## src/rtl/serial_subtractor_if.sv

```systemverilog
// -----------------------------------------------------------------------------
// serial_subtractor_if
// Bundles the request/response signals of serial_subtractor.
//   start       request strobe (master -> slave)
//   a, b        minuend / subtrahend, WIDTH bits (master -> slave)
//   borrow_in   initial borrow into bit 0 (master -> slave)
//   busy        operation in progress (slave -> master)
//   done        one-cycle completion pulse (slave -> master)
//   diff        result, WIDTH bits (slave -> master)
//   borrow_out  final borrow (slave -> master)
//   zero        diff == 0 (slave -> master)
// -----------------------------------------------------------------------------
interface serial_subtractor_if #(
    parameter int WIDTH = 8
);
    logic             start;
    logic [WIDTH-1:0] a;
    logic [WIDTH-1:0] b;
    logic             borrow_in;
    logic             busy;
    logic             done;
    logic [WIDTH-1:0] diff;
    logic             borrow_out;
    logic             zero;

    modport master (
        output start, a, b, borrow_in,
        input  busy, done, diff, borrow_out, zero
    );

    modport slave (
        input  start, a, b, borrow_in,
        output busy, done, diff, borrow_out, zero
    );
endinterface

```

## src/rtl/serial_subtractor.sv

```systemverilog
// -----------------------------------------------------------------------------
// serial_subtractor
// Multi-cycle WIDTH-bit subtractor: {borrow_out, diff} = a - b - borrow_in,
// STEP bits per clock, LSB chunk first, through a registered borrow chain.
// Operation: IDLE -> RUN (N = WIDTH/STEP cycles) -> DONE (1 cycle) -> IDLE.
//
// Ports:
//   clk    rising-edge clock
//   rst_n  asynchronous active-low reset
//   bus    serial_subtractor_if.slave (start/a/b/borrow_in in,
//          busy/done/diff/borrow_out/zero out)
//
// Parameters:
//   WIDTH  operand/result width (>= 1)
//   STEP   bits per cycle, must divide WIDTH
//
// Build option:
//   SERIAL_SUB_SAT_EN  when defined, a final borrow of 1 forces diff to 0 and
//                      zero to 1 (borrow_out still reports 1). Timing is the
//                      same in both builds.
// -----------------------------------------------------------------------------
module serial_subtractor #(
    parameter int WIDTH = 8,
    parameter int STEP  = 1
) (
    input  logic                 clk,
    input  logic                 rst_n,
    serial_subtractor_if.slave   bus
);
    localparam int N  = WIDTH / STEP;
    localparam int CW = (N > 1) ? $clog2(N) : 1;

    if (STEP < 1 || WIDTH < 1 || (WIDTH % STEP) != 0) begin : g_param_check
        $error("serial_subtractor: STEP must be >= 1 and divide WIDTH");
    end

    typedef enum logic [1:0] {
        IDLE = 2'd0,
        RUN  = 2'd1,
        DONE = 2'd2
    } state_t;

    state_t           state_q, state_d;
    logic [CW-1:0]    cnt_q, cnt_d;
    logic [WIDTH-1:0] a_q, a_d;        // minuend shift register, LSB chunk at bottom
    logic [WIDTH-1:0] b_q, b_d;        // subtrahend shift register
    logic             brw_q, brw_d;    // borrow carried between chunks
    logic [WIDTH-1:0] res_q, res_d;    // partial result, chunks enter at the top
    logic [WIDTH-1:0] diff_q, diff_d;  // visible result, loads only on DONE entry
    logic             bout_q, bout_d;
    logic             zero_q, zero_d;

    // One chunk of subtraction with one extra bit to catch the borrow.
    logic [STEP:0]    chunk_full;
    logic [WIDTH-1:0] res_shift;
    logic             final_borrow;

    always_comb begin
        chunk_full   = {1'b0, a_q[STEP-1:0]} - {1'b0, b_q[STEP-1:0]} - (STEP+1)'(brw_q);
        // Shift the result right and drop the new chunk into the top STEP bits;
        // after N chunks the first chunk has reached bit 0.
        res_shift    = (res_q >> STEP) | (WIDTH'(chunk_full[STEP-1:0]) << (WIDTH - STEP));
        final_borrow = chunk_full[STEP];
    end

    always_comb begin
        state_d = state_q;
        cnt_d   = cnt_q;
        a_d     = a_q;
        b_d     = b_q;
        brw_d   = brw_q;
        res_d   = res_q;
        diff_d  = diff_q;
        bout_d  = bout_q;
        zero_d  = zero_q;

        case (state_q)
            IDLE: begin
                if (bus.start) begin
                    a_d     = bus.a;
                    b_d     = bus.b;
                    brw_d   = bus.borrow_in;
                    res_d   = '0;
                    cnt_d   = '0;
                    state_d = RUN;
                end
            end
            RUN: begin
                a_d   = a_q >> STEP;
                b_d   = b_q >> STEP;
                brw_d = final_borrow;
                res_d = res_shift;
                cnt_d = cnt_q + CW'(1);
                if (cnt_q == CW'(N - 1)) begin
                    cnt_d   = '0;
                    state_d = DONE;
                    // All three outputs update together so no partial result
                    // is ever visible.
                    bout_d  = final_borrow;
`ifdef SERIAL_SUB_SAT_EN
                    if (final_borrow) begin
                        diff_d = '0;
                        zero_d = 1'b1;
                    end else begin
                        diff_d = res_shift;
                        zero_d = (res_shift == '0);
                    end
`else
                    diff_d = res_shift;
                    zero_d = (res_shift == '0);
`endif
                end
            end
            DONE: begin
                state_d = IDLE;
            end
            default: begin
                state_d = IDLE;
            end
        endcase
    end

    always_ff @(posedge clk or negedge rst_n) begin
        if (!rst_n) begin
            state_q <= IDLE;
            cnt_q   <= '0;
            a_q     <= '0;
            b_q     <= '0;
            brw_q   <= 1'b0;
            res_q   <= '0;
            diff_q  <= '0;
            bout_q  <= 1'b0;
            zero_q  <= 1'b1;
        end else begin
            state_q <= state_d;
            cnt_q   <= cnt_d;
            a_q     <= a_d;
            b_q     <= b_d;
            brw_q   <= brw_d;
            res_q   <= res_d;
            diff_q  <= diff_d;
            bout_q  <= bout_d;
            zero_q  <= zero_d;
        end
    end

    assign bus.busy       = (state_q == RUN);
    assign bus.done       = (state_q == DONE);
    assign bus.diff       = diff_q;
    assign bus.borrow_out = bout_q;
    assign bus.zero       = zero_q;

endmodule

```

## src/flat_wrapper.sv

```systemverilog
// flat-port wrapper written by rule: the top's interface ports become plain ports
module serial_subtractor_flat 
#(
    parameter int WIDTH = 8,
    parameter int STEP  = 1
)
  (clk, rst_n, bus_start, bus_a, bus_b, bus_borrow_in, bus_busy, bus_done, bus_diff, bus_borrow_out, bus_zero);
  serial_subtractor_if #(.WIDTH(WIDTH)) bus_i ();
  input  logic clk;
  input  logic rst_n;
  input wire logic [$bits(bus_i.start)-1:0] bus_start;
  input wire logic [$bits(bus_i.a)-1:0] bus_a;
  input wire logic [$bits(bus_i.b)-1:0] bus_b;
  input wire logic [$bits(bus_i.borrow_in)-1:0] bus_borrow_in;
  output wire logic [$bits(bus_i.busy)-1:0] bus_busy;
  output wire logic [$bits(bus_i.done)-1:0] bus_done;
  output wire logic [$bits(bus_i.diff)-1:0] bus_diff;
  output wire logic [$bits(bus_i.borrow_out)-1:0] bus_borrow_out;
  output wire logic [$bits(bus_i.zero)-1:0] bus_zero;
  assign bus_i.start = bus_start;
  assign bus_i.a = bus_a;
  assign bus_i.b = bus_b;
  assign bus_i.borrow_in = bus_borrow_in;
  assign bus_busy = bus_i.busy;
  assign bus_done = bus_i.done;
  assign bus_diff = bus_i.diff;
  assign bus_borrow_out = bus_i.borrow_out;
  assign bus_zero = bus_i.zero;
  serial_subtractor #(.WIDTH(WIDTH), .STEP(STEP)) u_core (.clk(clk), .rst_n(rst_n), .bus(bus_i));
endmodule
```

## config.mk

```make
export PLATFORM = sky130hd
export DESIGN_NAME = serial_subtractor_flat
export DESIGN_NICKNAME = d
export VERILOG_FILES = /design/src/rtl/serial_subtractor_if.sv /design/src/rtl/serial_subtractor.sv /design/src/flat_wrapper.sv
export SDC_FILE = /design/constraint.sdc
export NUM_CORES = 1
export LEC_CHECK = 0
export CAP_MARGIN = 25
export CORE_MARGIN = 5
export CORE_UTILIZATION = 39
export CTS_CLUSTER_SIZE = 12
export DETAILED_ROUTE_END_ITERATION = 8
export PLACE_DENSITY = 0.64
export SETUP_SLACK_MARGIN = 0.4
export SYNTH_ARGS = -nofsm -noshare
export SYNTH_HDL_FRONTEND = slang
export SYNTH_SLANG_ARGS = --single-unit
```

## constraint.sdc

```tcl
create_clock -name clk -period 2.2 [get_ports clk]
set_input_delay 0.33 -clock clk [delete_from_list [all_inputs] [get_ports clk]]
set_output_delay 0.33 -clock clk [all_outputs]
set_load 0.1 [all_outputs]
```

After elaboration in Yosys (flattened, before gate mapping):

Index checks and enable logic that the tools add are counted.

* bits in registers: 40
* output and inout bits: 12
* word-level logic and storage cells: 38

* add/sub/neg operators: 3
* equality and inequality tests: 5
* muxes and demuxes: 14
* bitwise gates (word level): 1
* reduce and logical (&&, ||, !) cells: 6

Operator list (count)
* $pmux W8 S2: 3
* $mux W8: 3
* $logic_not A8 Y1: 1
* $or A7 B8 Y8: 1
* $mux W3: 2
* $pmux W3 S2: 1
* $reduce_and A2 Y1: 3
* $mux W2: 2
* $pmux W2 S2: 1
* $add A3 B1 Y3 const B: 1
* $eq A3 B3 Y1 const B: 1
* $eq A2 B1 Y1 const B: 1
* $eq A2 B2 Y1 const B: 1
* $logic_not A2 Y1: 1
* $ne A2 B1 Y1 const B: 1
* $ne A2 B2 Y1 const B: 1
* $pmux W1 S2: 1
* $reduce_bool A2 Y1: 1
* $sub A1 B1 Y2: 1
* $sub A2 B1 Y2: 1
* $mux W1: 1

Depth between registers and ports, before layout:

* depth after elaboration: 4
* gate-level depth with buffers: 6

Worst setup path after synthesis:

Ideal clock, no wire load.

* path kind: reg2out
* start: register u_core.state_q[1]
* end: output port bus_done
* data arrival time: 1766 ps
* data required time: 1870 ps
* path slack: 104 ps
* stages on the path, launching flop included: 3
* cells stage by stage: dfrtp_1 -> inv_1 -> nor2_1

* cells in the longest elaborated chain, start to end: 1

RTL lines
* from (decl): line serial_subtractor.sv:43 `state_t state_q, state_d;`
* from (signal assigned): line serial_subtractor.sv:135 `state_q <= state_d;`
* $eq A2 B2 Y1: line serial_subtractor.sv:148 `assign bus.done = (state_q == DONE);`
* to (decl): line flat_wrapper.sv:16 `output wire logic [$bits(bus_i.done)-1:0] bus_done;`

No other way between the ends.

Final worst setup path:

Ends and elaborated chain as after synthesis.

==> run metrics <==
vias per cell 5.067; Post-synth EDFFs 0; critical path class reg -> out; status complete, no violations; drt wl/cell approximately 14 um; RSZ-0062 raised after global routing no; crit path DAT approximately 1.3 ns; Bufs and invs on worst path 2; most instantiated cells after synthesis 38 x dfrtp_1, 20 x nand2_1, 12 x mux2i_1; crit-path max FO 8; Leakage ~0.0010 uW; WP data required roughly 1.9 ns; Synth Net Count ~160; Clk Tree Root Cell clkbuf_8; final worst path period share around three quarters; DP Wirelength around 2200 um; Detailed Route Iter0 Violations just over 50; sw frac approximately 44%; Synth Flop Type dfrtp_1; maximum clock frequency just over 0.6 GHz; largest net degree at the start of global routing 40; nets around 200; die area between 0.005 and 0.006 mm^2; Post-synth ARST share between 90% and 100%; max incr delay on CP just under 0.5 ns; Post-DRT Antenna Nets 0; Seq/Total Area, Yosys a little under three fifths; Critical Path Slowest Stage Cell dfrtp_1; fillers approximately 400; Synth area leaders dfrtp_1 55%, mux2i_1 6.9%, mux2_4 4.3%; YS warnings 0; Skew-Pair Late Insertion Delay ~0.29 ns; worst-margin pin slew 0.8529 ns; count leader, synth dfrtp_1; R2R cell count 4; share of layout cells above drive strength 1 between 20% and 30%; num rows 24; Yosys reg bits 39; Worst VDD drop roughly 0.00054 V; TNS Setup 0 ns; Cell variety after synth 27; Final Setup Violations 0; minimum clock period roughly 1.6 ns; Pint roughly 2000 uW; first-pass GRT wire length approximately 5300 um; Worst setup EP type output pin; Comb power frac between 40% and 50%; via count between 1,000 and 1,500; TritonCTS clock tree built; area grow syn2layout 23.76%; Seq pwr share about a third; Final Hold Viols 0; Clk pwr share between 15 and 20%; Multi-input gate area between 600 and 700 um^2; I/O pin count 32; initial antenna violation count 0; total wire length ~3100 um; Die Height between 70 and 80 um; clk_skew 0.006742 ns; switching power about 1600 uW; Max-Cap Viols 0; die width between 70 and 80 um; TritonCTS Buffers 5; register area 978.4 um^2; crit path launch type register; Slew headroom 43.14%; placed cell area 0.002026 mm^2; HP Class in -> async; DRT Pass-1 Iters 4; crit path cell chain inv_1 > nor2_2 > buf_4; Syn Std Cell Area 0.001738 mm^2; post-route cell area between 0.002 and 0.0025 mm^2; I/O Buffers 31; cell accounting for the most synthesized area dfrtp_1; pwr dens between 1500 and 2000 mW/mm^2; # H-tree levels 2; Max clock buf depth 2; Top Family by Delay on Critical Path flip-flops; Mapped Cells ~140; Placer Congestion slightly below 0.8; GRT Residual Overflow 0; Starting Density 40.19%; Post-CTS Setup Bufs 0; CTS clk-pin slew, worst paths 0.08 ns; reg2reg setup slack around 0.67 ns; number of global-route vias before repair about 1,100; Slew Limit Fails 0; R2R Path Start u_core.cnt_q[0]$_DFFE_PN0P_; critical path depth 3; WHS between 0.1 and 0.15 ns; Tot GR Track Use a little over a tenth; Core Region around 0.0043 mm^2; DR DRC count 0; worst r2r dst u_core.bus.diff[3]$_DFFE_PN0P_; clk sinks 39; n_diodes 0; area share of the largest cell type after synthesis between 50 and 60%; syn_area_per_cell 12.50 um^2
-- per-stage QoR --
step | utilization, % | cells | setup WS, ns | total power, uW
floorplan | - | 139 | 0.5553 | 2737
global route | 49.74 | 225 | 0.4782 | 3879
CTS | 49.57 | 225 | 0.4558 | 3691
finish | 49.74 | 225 | 0.5512 | 3659
global placement | 46.85 | 217 | 0.6032 | 3016
detailed placement | 46.85 | 217 | 0.5467 | 3066
-- repair_timing --
action / 4_1_cts / 5_1_grt
setup endpoints to repair: 0 / 2
gates resized for setup: 0 / 2
hold buffers: 0 / 0
-- kinds of logic after synthesis --
group	Yosys count	share of synthesized area, %
buf+inv	13	6.479
mux	20	13.17
compound gates	35	13.17
fa+ha+maj	3	2.592
simple gates	29	8.352
flops	39	56.23
-- layout by cell type, fill, tap and decap left out, drive strengths merged, types with 2 or more instances in the layout --
| master | count |
|---|---|
| a22o | 8 |
| a22oi | 3 |
| buf | 17 |
| clkbuf | 6 |
| clkdlybuf4s50 | 18 |
| dfrtp | 38 |
| ha | 2 |
| inv | 4 |
| mux2 | 8 |
| mux2i | 12 |
| nand2 | 20 |
| nor2 | 2 |
| nor2b | 4 |
| o21ai | 19 |
-- cell type report --
type                       instances  area share, %
sequential                        39          45.49
multi-input combinational         87          30.54
timing repair buffer              35          14.78
clock buffer                       6          3.839
tap                               52          3.025
clock inverter                     2          1.629
inverter                           4         0.6981
-- registers in the layout, indices dropped and copies added, names as in the netlist --
signal,count
u_core.bus.zero,1
u_core.state_q,2
u_core.b_q,8
u_core.bus.borrow_out,1
u_core.a_q,8
u_core.cnt_q,3
u_core.res_q,7
u_core.bus.diff,8
u_core.brw_q,1
-- per-layer routing --
metal / GRT usage [%] / wire, um
met5: 0 / 0
met1: 14.76 / 1433
met2: 16.55 / 1478
met3: 3.396 / 168
met4: 3.671 / 34
-- power by group through the flow --
| stage | logic, uW | registers, uW | clock network (uW) |
|---|---|---|---|
| floorplan | 927 | 1810 | 0 |
| global placement | 1770 | 1250 | 0 |
| detailed placement | 1800 | 1260 | 0 |
| CTS | 1810 | 1250 | 632 |
| global route | 1920 | 1300 | 660 |
| finish | 1790 | 1250 | 620 |
-- worst max path at each step --
stage | from | end | slack [ns]
2_1_floorplan | u_core.state_q[1]$_DFFE_PN0P_ | bus_done | 0.56
3_3_place_gp | bus_start | u_core.a_q[0]$_DFFE_PN0P_ | 0.60
3_5_place_dp | bus_start | u_core.a_q[1]$_DFFE_PN0P_ | 0.55
4_1_cts | u_core.state_q[0]$_DFFE_PN0P_ | bus_busy | 0.46
5_1_grt | u_core.brw_q$_DFFE_PN0P_ | u_core.bus.zero$_DFFE_PN1P_ | 0.48
6_report | u_core.state_q[1]$_DFFE_PN0P_ | bus_done | 0.55
Power figures use the tool's default switching activity.
